**src/rtl/uc_pkg.sv**
```systemverilog
// Shared types and power-up contents for the microprogrammed control sequencer.
// The default store image reproduces the legacy SAP-1 instruction set.
package uc_pkg;

  localparam int FETCH_WORDS = 3;

  localparam logic [11:0] CW_IDLE = 12'h3E3;

  localparam logic [3:0] OP_LDA = 4'h0;
  localparam logic [3:0] OP_ADD = 4'h1;
  localparam logic [3:0] OP_SUB = 4'h2;
  localparam logic [3:0] OP_OUT = 4'hE;
  localparam logic [3:0] OP_HLT = 4'hF;

  typedef struct packed {
    logic        halt;
    logic        end_bit;
    logic [11:0] cw;
  } uc_word_t;

  typedef enum logic {
    ST_RUN    = 1'b0,
    ST_HALTED = 1'b1
  } uc_state_e;

  localparam logic [11:0] FETCH_CW [FETCH_WORDS] = '{12'h5E3, 12'hBE3, 12'h263};

  // Packed as {halt, end, cw}: 14'h1xxx marks end, 14'h3xxx marks halt+end.
  localparam uc_word_t UC_DEFAULT [32] = '{
    3:       uc_word_t'(14'h01A3),
    4:       uc_word_t'(14'h02C3),
    5:       uc_word_t'(14'h13E3),
    6:       uc_word_t'(14'h01A3),
    7:       uc_word_t'(14'h02E1),
    8:       uc_word_t'(14'h13C7),
    9:       uc_word_t'(14'h01A3),
    10:      uc_word_t'(14'h02E1),
    11:      uc_word_t'(14'h13CF),
    12:      uc_word_t'(14'h13F2),
    15:      uc_word_t'(14'h33E3),
    default: uc_word_t'(14'h13E3)
  };

  localparam logic [4:0] MAP_DEFAULT [16] = '{
    0:       5'd3,
    1:       5'd6,
    2:       5'd9,
    14:      5'd12,
    15:      5'd15,
    default: 5'd13
  };

  // Steps beyond the legacy fetch table drive the idle word.
  function automatic logic [11:0] fetch_cw_at(input int idx);
    if (idx >= 0 && idx < FETCH_WORDS) return FETCH_CW[idx[1:0]];
    return CW_IDLE;
  endfunction

  function automatic uc_word_t uc_default_at(input int addr);
    return UC_DEFAULT[addr[4:0]];
  endfunction

  function automatic logic [4:0] map_default_at(input int op);
    return MAP_DEFAULT[op[3:0]];
  endfunction

endpackage

```
**src/rtl/uc_step_ctr.sv**
```systemverilog
// Instruction step counter: holds, wraps after the last step, or reloads zero
// on an early end; also provides the one-hot step decode.
module uc_step_ctr #(
  parameter int T_STATES = 6,
  localparam int SW = $clog2(T_STATES)
) (
  input  logic                clk,
  input  logic                clear_i,
  input  logic                adv_i,
  input  logic                end_i,
  output logic [SW-1:0]       step_o,
  output logic [T_STATES-1:0] onehot_o,
  output logic                last_o
);

  logic [SW-1:0] step_q, step_d;

  assign last_o = (step_q == SW'(T_STATES - 1));

  always_comb begin
    step_d = step_q;
    if (adv_i) begin
      step_d = (end_i || last_o) ? '0 : step_q + SW'(1);
    end
  end

  always_ff @(posedge clk) begin
    if (clear_i) step_q <= '0;
    else         step_q <= step_d;
  end

  assign step_o   = step_q;
  assign onehot_o = T_STATES'(1) << step_q;

endmodule

```
**src/rtl/uc_sequencer.sv**
```systemverilog
// Microprogrammed control sequencer: fixed fetch steps followed by per-opcode
// micro-words read from a writable microcode store via an opcode map.
module uc_sequencer
  import uc_pkg::*;
#(
  parameter int              OP_W      = 4,
  parameter int              CW_W      = 12,
  parameter int              T_STATES  = 6,
  parameter int              FETCH_LEN = 3,
  parameter int              UADDR_W   = 5,
  parameter logic [CW_W-1:0] CW_IDLE   = CW_W'(uc_pkg::CW_IDLE)
) (
  input  logic                clk,
  input  logic                clear,
  input  logic                run,
  input  logic [OP_W-1:0]     instruction,
  input  logic                uc_we,
  input  logic [UADDR_W-1:0]  uc_waddr,
  input  logic [CW_W+1:0]     uc_wdata,
  input  logic                map_we,
  input  logic [OP_W-1:0]     map_op,
  input  logic [UADDR_W-1:0]  map_wdata,
  output logic [CW_W-1:0]     cu_out,
  output logic [T_STATES-1:0] t_state,
  output logic                instr_done,
  output logic                halted
);

  localparam int UC_DEPTH  = 1 << UADDR_W;
  localparam int MAP_DEPTH = 1 << OP_W;
  localparam int UC_W      = CW_W + 2;
  localparam int SW        = $clog2(T_STATES);

  logic [UC_W-1:0]    uc_rd  [UC_DEPTH];
  logic [UADDR_W-1:0] map_rd [MAP_DEPTH];

  // Stores keep their contents across clear; only power-up loads the defaults.
  for (genvar gi = 0; gi < UC_DEPTH; gi++) begin : g_uc
    localparam uc_word_t INIT = uc_default_at(gi);
    logic [UC_W-1:0] word_q = {INIT.halt, INIT.end_bit, CW_W'(INIT.cw)};
    always_ff @(posedge clk) begin
      if (uc_we && uc_waddr == UADDR_W'(gi)) word_q <= uc_wdata;
    end
    assign uc_rd[gi] = word_q;
  end

  for (genvar gi = 0; gi < MAP_DEPTH; gi++) begin : g_map
    logic [UADDR_W-1:0] base_q = UADDR_W'(map_default_at(gi));
    always_ff @(posedge clk) begin
      if (map_we && map_op == OP_W'(gi)) base_q <= map_wdata;
    end
    assign map_rd[gi] = base_q;
  end

  logic [SW-1:0]      step;
  logic               last_step;
  logic               adv;
  logic               is_fetch;
  logic               word_end;
  logic               word_halt;
  logic [UADDR_W-1:0] uaddr;
  logic [UC_W-1:0]    word;
  uc_state_e          state_q, state_d;

  uc_step_ctr #(
    .T_STATES (T_STATES)
  ) u_step_ctr (
    .clk      (clk),
    .clear_i  (clear),
    .adv_i    (adv),
    .end_i    (word_end),
    .step_o   (step),
    .onehot_o (t_state),
    .last_o   (last_step)
  );

  // Offset wraps modulo the store depth; its value is ignored during fetch.
  assign is_fetch  = int'(step) < FETCH_LEN;
  assign uaddr     = map_rd[instruction] + UADDR_W'(int'(step) - FETCH_LEN);
  assign word      = uc_rd[uaddr];
  assign word_end  = !is_fetch && word[CW_W];
  assign word_halt = !is_fetch && word[CW_W+1];

  always_comb begin
    state_d    = state_q;
    cu_out     = CW_IDLE;
    instr_done = 1'b0;
    adv        = 1'b0;
    case (state_q)
      ST_RUN: begin
        if (run) begin
          adv        = 1'b1;
          instr_done = word_end || last_step;
          if (word_halt) begin
            state_d = ST_HALTED;
          end else if (is_fetch) begin
            cu_out = CW_W'(fetch_cw_at(int'(step)));
          end else begin
            cu_out = word[CW_W-1:0];
          end
        end
      end
      default: ;
    endcase
  end

  always_ff @(posedge clk) begin
    if (clear) state_q <= ST_RUN;
    else       state_q <= state_d;
  end

  assign halted = (state_q == ST_HALTED);

endmodule

```
**config.mk**
```make
export PLATFORM = sky130hd
export DESIGN_NAME = uc_sequencer
export DESIGN_NICKNAME = d
export VERILOG_FILES = /design/src/rtl/uc_pkg.sv /design/src/rtl/uc_step_ctr.sv /design/src/rtl/uc_sequencer.sv
export SDC_FILE = /design/constraint.sdc
export NUM_CORES = 1
export LEC_CHECK = 0
export BUFFER_PORTS_ARGS = -buffer_cell sky130_fd_sc_hd__buf_4
export CAP_MARGIN = 20
export CORE_MARGIN = 1.5
export CORE_UTILIZATION = 55
export DETAILED_ROUTE_END_ITERATION = 10
export PLACE_DENSITY = 0.81
export SYNTH_ARGS = -nofsm -noshare
export SYNTH_HDL_FRONTEND = slang
export SYNTH_SLANG_ARGS = --single-unit
```
**constraint.sdc**
```tcl
create_clock -name clk -period 8.8 [get_ports clk]
set_input_delay 1.32 -clock clk [delete_from_list [all_inputs] [get_ports clk]]
set_output_delay 1.32 -clock clk [all_outputs]
set_load 0.01 [all_outputs]
```
==> results_dict.tcl, run 1 <==
set metrics [dict create \
    slew_viol_final 0 \
    drtIter0Drc 1118 \
    antenna_found_initial 2 \
    cp-start-kind "primary input" \
    wirelength_um 47300 \
    vias 10323 \
    finalSetupTns_ps 0 \
    fin_cells 1598 \
    core_area_sq_um 37700 \
    rsz0062_at_grt "false" \
    drv_cap 0 \
    fin_crit_ps 7360 \
    row_count 71 \
    numPortBuffers 56 \
    synth_top_family_by_area "multiplexers" \
    synth_edf_count 528 \
    synth_xor_area_share_pct 0.0831 \
    fin_total_pwr_mw 5.97 \
    yosysMostFrequentCell "edfxtp_1" \
    worstMarginPinSlew_ps 1050 \
    synth_seq_cells 532 \
    hpwl_um 26900 \
    postCtsSetupBuffers 0 \
    fillers 2428 \
    cts_tree "built" \
    synthAdderAreaFrac_pct 0.748 \
    ant_nets 0 \
    dp_cells 1502 \
    syn-cell-area_sq_um 21100 \
    viasPerCell 6.46 \
    status "completed" \
    ctsLongestPathBuffers 3 \
    cts_max_level 2 \
    synth_simple_gate_area_share_pct 2.94 \
    pwr_density_cell_nw_per_um2 250 \
    clk_latency_ps 580 \
    grt_pass1_vias 10512 \
    die_h_um 199 \
    required_ps 7480 \
    utilization_pct 63.5 \
    drc_errors 0 \
    cp.arrival_ps 6040 \
    root_buffer "clkbuf_16" \
    worstSetupPathType "in2out" \
    io_pins 57 \
    min_period_over_period_pct 83.7 \
    muxShareOfSynthArea_pct 17.5 \
    ys_types 50 \
    hold_violations 0 \
    cts_hold_buf 0 \
    grt_use_total_pct 24.8 \
    synth_area_per_cell_sq_um 22.4 \
    clock_sinks 532 \
    synth.area.top_cells "edfxtp_1 75%, mux4_2 17%, nor2_1 0.73%" \
    synth_nets 989 \
    yosysTopAreaCellShare_pct 75.2 \
    grt_overflow 0 \
    grt_first_pass_wirelength_um 69000 \
    end_kind "primary output" \
    ys_warn_count 0 \
    ir_worst_vdd_v 0.000202 \
    gp_congestion 0.841 \
    dieWidth_um 199 \
    synth_cells 940 \
    synth_compound_area_share_pct 1.69 \
    relSlewSlack_pct 29.2 \
    area_delta_synth_final_pct 13.5 \
    path_clk_slew_ps 60 \
    wl_per_cell_um 29.6 \
    fmax_mhz 136 \
    cts_buffers 51 \
    worstPathMaxFanout 49 \
    seq_area_frac_synth_pct 75.6 \
    hold_class "reg2reg" \
    grt_max_degree 50 \
    fin_skew_ps 19.8 \
    die_area_sq_um 39500 \
    diodes 0 \
    setup_violations 0 \
    initial_utilization_pct 56.0 \
    ys.flop_type "edfxtp_1" \
    cellLeakagePower_nw 7.58 \
    firstDrtPassIters 7 \
    synth_common_cells "528 x edfxtp_1, 160 x mux4_2, 41 x nor2_1" \
    drive_above_1_share_pct 31.6 \
    ys_async_sr_fraction_pct 0 \
    yosysTopAreaCell "edfxtp_1" \
    fin_nets 1094 \
    post_cts_resized 0 \
]
## cells in the final DEF (no fill, tap or decap), types with 3 or more instances in the layout
| cell | netlist | final |
|---|---|---|
| edfxtp_1 | 528 | 528 |
| mux4_2 | 160 | 160 |
| buf_4 | 10 | 94 |
| clkbuf_16 | 0 | 51 |
| nor2_1 | 41 | 40 |
| nand2_1 | 17 | 17 |
| clkbuf_1 | 15 | 15 |
| clkinv_1 | 0 | 14 |
| a211oi_1 | 11 | 11 |
| inv_1 | 11 | 11 |
| ha_1 | 11 | 10 |
| nor2b_1 | 9 | 9 |
| nor3_2 | 1 | 9 |
| nor3_1 | 15 | 7 |
| mux2i_1 | 7 | 7 |
| o21ai_1 | 7 | 7 |
| nand2b_1 | 7 | 7 |
| o211ai_1 | 6 | 6 |
| a21oi_1 | 6 | 6 |
| and3_1 | 6 | 6 |
| a21boi_1 | 6 | 6 |
| nand3_1 | 4 | 4 |
| bufinv_16 | 0 | 4 |
| clkinv_2 | 0 | 4 |
| dfxtp_1 | 4 | 4 |
| and2_1 | 3 | 3 |
| and3b_1 | 3 | 3 |
| nand3b_1 | 3 | 3 |
| buf_12 | 0 | 3 |
## layer usage
layer	vias to the layer above	wire [um]	GRT usage, %
li1	4204	-	-
met1	5382	17200	33.4
met2	624	24000	40.9
met3	111	4610	4.95
met4	2	1410	8.78
met5	-	9	0
## state kept, by name (all words and copies together) (netlist names)
signal and cells:
u_step_ctr.step_o 3, g_uc.word_q 448, halted 1, g_map.base_q 80
## cell type report
class                           count  area, sq um  area share [%]
Tap cell                          511          639            2.67
Clock inverter                     28          272            1.14
Inverter                           11         41.3           0.173
Timing Repair Buffer               97          766            3.20
Clock buffer                       67         1350            5.63
Sequential cell                   532        15900            66.6
Multi-Input combinational cell    352         4920            20.6
## final timing paths
path | depth (start not counted) | startpoint | to | slack (ps)
setup reg to reg | 12 | g_map[15].base_q[0]$_DFFE_PP_ | halted$_SDFF_PP0_ | 4480
hold / removal | 2 | halted$_SDFF_PP0_ | halted$_SDFF_PP0_ | 560
hold reg to reg | 2 | halted$_SDFF_PP0_ | halted$_SDFF_PP0_ | 560
setup / recovery | 13 | instruction[0] | cu_out[8] | 1440
## power by group
| part | switching [mW] | internal, mW | total, mW |
|---|---|---|---|
| combinational | 0.530 | 0.497 | 1.03 |
| sequential | 0.0107 | 2.82 | 2.83 |
| clock | 0.913 | 1.20 | 2.11 |
| total | 1.45 | 4.52 | 5.97 |
## worst max-delay path, stage by stage
cell      delay [ps]
buf_4            300
mux4_2           550
mux4_2           540
ha_4             180
inv_1             80
fa_4             920
buf_12           360
mux4_2           320
mux4_2           520
and3_1           210
a211oi_1         350
o21ai_1          130
buf_4            210
## per-stage QoR
step	hold slack [ps]	setup slack, ps	cell area, sq um
6_report	558	1440	23900
5_1_grt	569	1250	23900
4_1_cts	538	1420	23900
3_5_place_dp	528	1540	22300
3_3_place_gp	519	1560	22300
2_1_floorplan	496	1960	21100
## logic make-up (layout without fill, tap and decap cells)
| family | after synthesis | count (layout) |
|---|---|---|
| xor gates and xnor gates | 2 | 2 |
| and+or+nand+nor | 119 | 119 |
| AOI/OAI and AO/OA | 50 | 50 |
| buffers and inverters | 56 | 203 |
| muxes | 169 | 169 |
| adders and majority gates | 12 | 12 |
| DFF | 532 | 532 |
(Power assumes the default switching activity.)
==> run 2: changes to the inputs <==
- clock period: 8.8 -> 7 ns (I/O delays scaled with it)
==> run 2 against run 1 <==
Setup slack got worse by 1100 ps. Sequential power grew 26%. Clock skew grew 2.3 ps. Non-clock buffer count increased by 5. Flip-flop and latch count unchanged. First-iteration DRC count is 12% higher. Via count grew 0.66%. Global-route usage rose by 0.23 points. Largest power group unchanged. Final area rose by 0.54%.
==> results_dict.tcl, run 2 (synthesized netlist as in run 1, its figures left out) <==
set metrics [dict create \
    grt_use_total_pct 25.0 \
    finalSetupTns_ps 0 \
    sequentialPowerShare_pct 46.4 \
    cts_tree "built" \
    crit_chain "buf_4 -> mux4_2 -> mux4_2 -> ha_4 -> inv_1 -> fa_4 -> buf_12 -> mux4_2 -> nand2_1 -> a211oi_1 -> and3b_1 -> o211ai_1 -> a211oi_1 -> o21ai_1 -> buf_4" \
    core_area_sq_um 37700 \
    final_cell_mix "528 x edfxtp_1, 160 x mux4_2, 97 x buf_4" \
    vias 10391 \
    grt_first_pass_wirelength_um 69200 \
    fin_cells 1603 \
    firstDrtPassIters 6 \
    ant_nets 0 \
    largest_reg_flops 448 \
    diodes 0 \
    cpPeakStageDelay_ps 810 \
    drv_cap 0 \
    min_period_over_period_pct 95.4 \
    dieWidth_um 199 \
    status "completed" \
    p_clk_share_pct 36.2 \
    placed_area_sq_um 22400 \
    drive_above_1_share_pct 32.5 \
    grt_overflow 0 \
    hold_violations 0 \
    end_kind "primary output" \
    fin_nets 1099 \
    postCtsSetupBuffers 0 \
    wirelength_um 47900 \
    pwr_density_cell_nw_per_um2 319 \
    post_cts_resized 0 \
    grt_pass1_vias 10421 \
    hpwl_um 27500 \
    viasPerCell 6.48 \
    final_cell_area_sq_um 24000 \
    drtIter0Drc 1251 \
    slew_viol_final 0 \
    hold_slack_ps 553 \
    fin_skew_ps 22.1 \
    area_delta_synth_final_pct 14.1 \
    fin_total_pwr_mw 7.67 \
    path_clk_slew_ps 60 \
    ff2ff_path_depth 12 \
    power_switching_mw 1.86 \
    cp-start-kind "primary input" \
    utilization_pct 63.8 \
    p_comb_share_pct 17.4 \
    required_ps 5950 \
    fin_crit_ps 6680 \
    cts_max_level 2 \
    cellLeakagePower_nw 7.66 \
    row_count 71 \
    relSlewSlack_pct 22.8 \
    setup_ws_ps 319 \
    hold_class "reg2reg" \
    rsz0062_at_grt "false" \
    cts_buffers 51 \
    antenna_found_initial 1 \
    ir_worst_vdd_v 0.000248 \
    crit_top_cell "mux4_2" \
    layout_commonest_cell "edfxtp_1" \
    hold_path_depth 2 \
    dp_slack_ps 474 \
    wl_per_cell_um 29.9 \
    clock_sinks 532 \
    clk_latency_ps 600 \
    top_register "g_uc.word_q" \
    ctsLongestPathBuffers 3 \
    drc_errors 0 \
    worstSetupPathType "in2out" \
    numPortBuffers 56 \
    swShare_pct 24.3 \
    fmax_mhz 150 \
    worstPathMaxFanout 27 \
    p_int_mw 5.81 \
    cp.arrival_ps 5630 \
    cpMaxStageDelayCell "fa_4" \
    setup_violations 0 \
    initial_utilization_pct 56.0 \
    io_pins 57 \
    die_area_sq_um 39500 \
    die_h_um 199 \
    grt_max_degree 38 \
    dp_cells 1508 \
    worstMarginPinSlew_ps 1150 \
    gp_congestion 0.877 \
    root_buffer "clkbuf_16" \
    cts_hold_buf 0 \
]
run 2: cell count changes in the layout (fill, tap and decap cells not counted), sizes merged:
cell    change
bufinv      +3
inv         -1
buf         +5
clkbuf      -4
clkinv      +2
run 2: path summary, 6_finish.rpt:
kind	startpoint	endpoint	slack (ps)
worst max-delay path	instruction[0]	cu_out[5]	320
worst min-delay path	halted$_SDFF_PP0_	halted$_SDFF_PP0_	550
worst max register to register	g_map[8].base_q[0]$_DFFE_PP_	halted$_SDFF_PP0_	2890
worst min register to register	halted$_SDFF_PP0_	halted$_SDFF_PP0_	550
run 2: layer usage:
| metal | wire length [um] | GRT usage, % |
|---|---|---|
| met4 | 2220 | 11.4 |
| met2 | 23800 | 40.7 |
| met1 | 17100 | 33.1 |
| met5 | 19 | 0 |
| met3 | 4770 | 5.04 |
run 2: worst max-delay path, delay by kind of cell:
family | cells | cell delay, ps
mux | 3 | 1400
fa+ha+maj | 2 | 990
buf+inv | 4 | 890
compound gates | 4 | 890
simple gates | 2 | 380
run 2: cell type report:
class	count	area (sq um)
sequential	532	15900
clock inverter	32	342
clock buffer	63	1340
tap	511	639
fill	2441	13600
timing repair buffer	102	828
inverter	11	41.3
multi-input combinational	352	4920
run 2: power by group through the flow:
stage	clock network, mW	registers (mW)	logic [mW]
floorplan	0	3.62	0.910
global placement	0	3.62	1.28
global route	2.92	3.56	1.40
CTS	2.81	3.56	1.34
finish	2.78	3.56	1.34
detailed placement	0	3.62	1.30
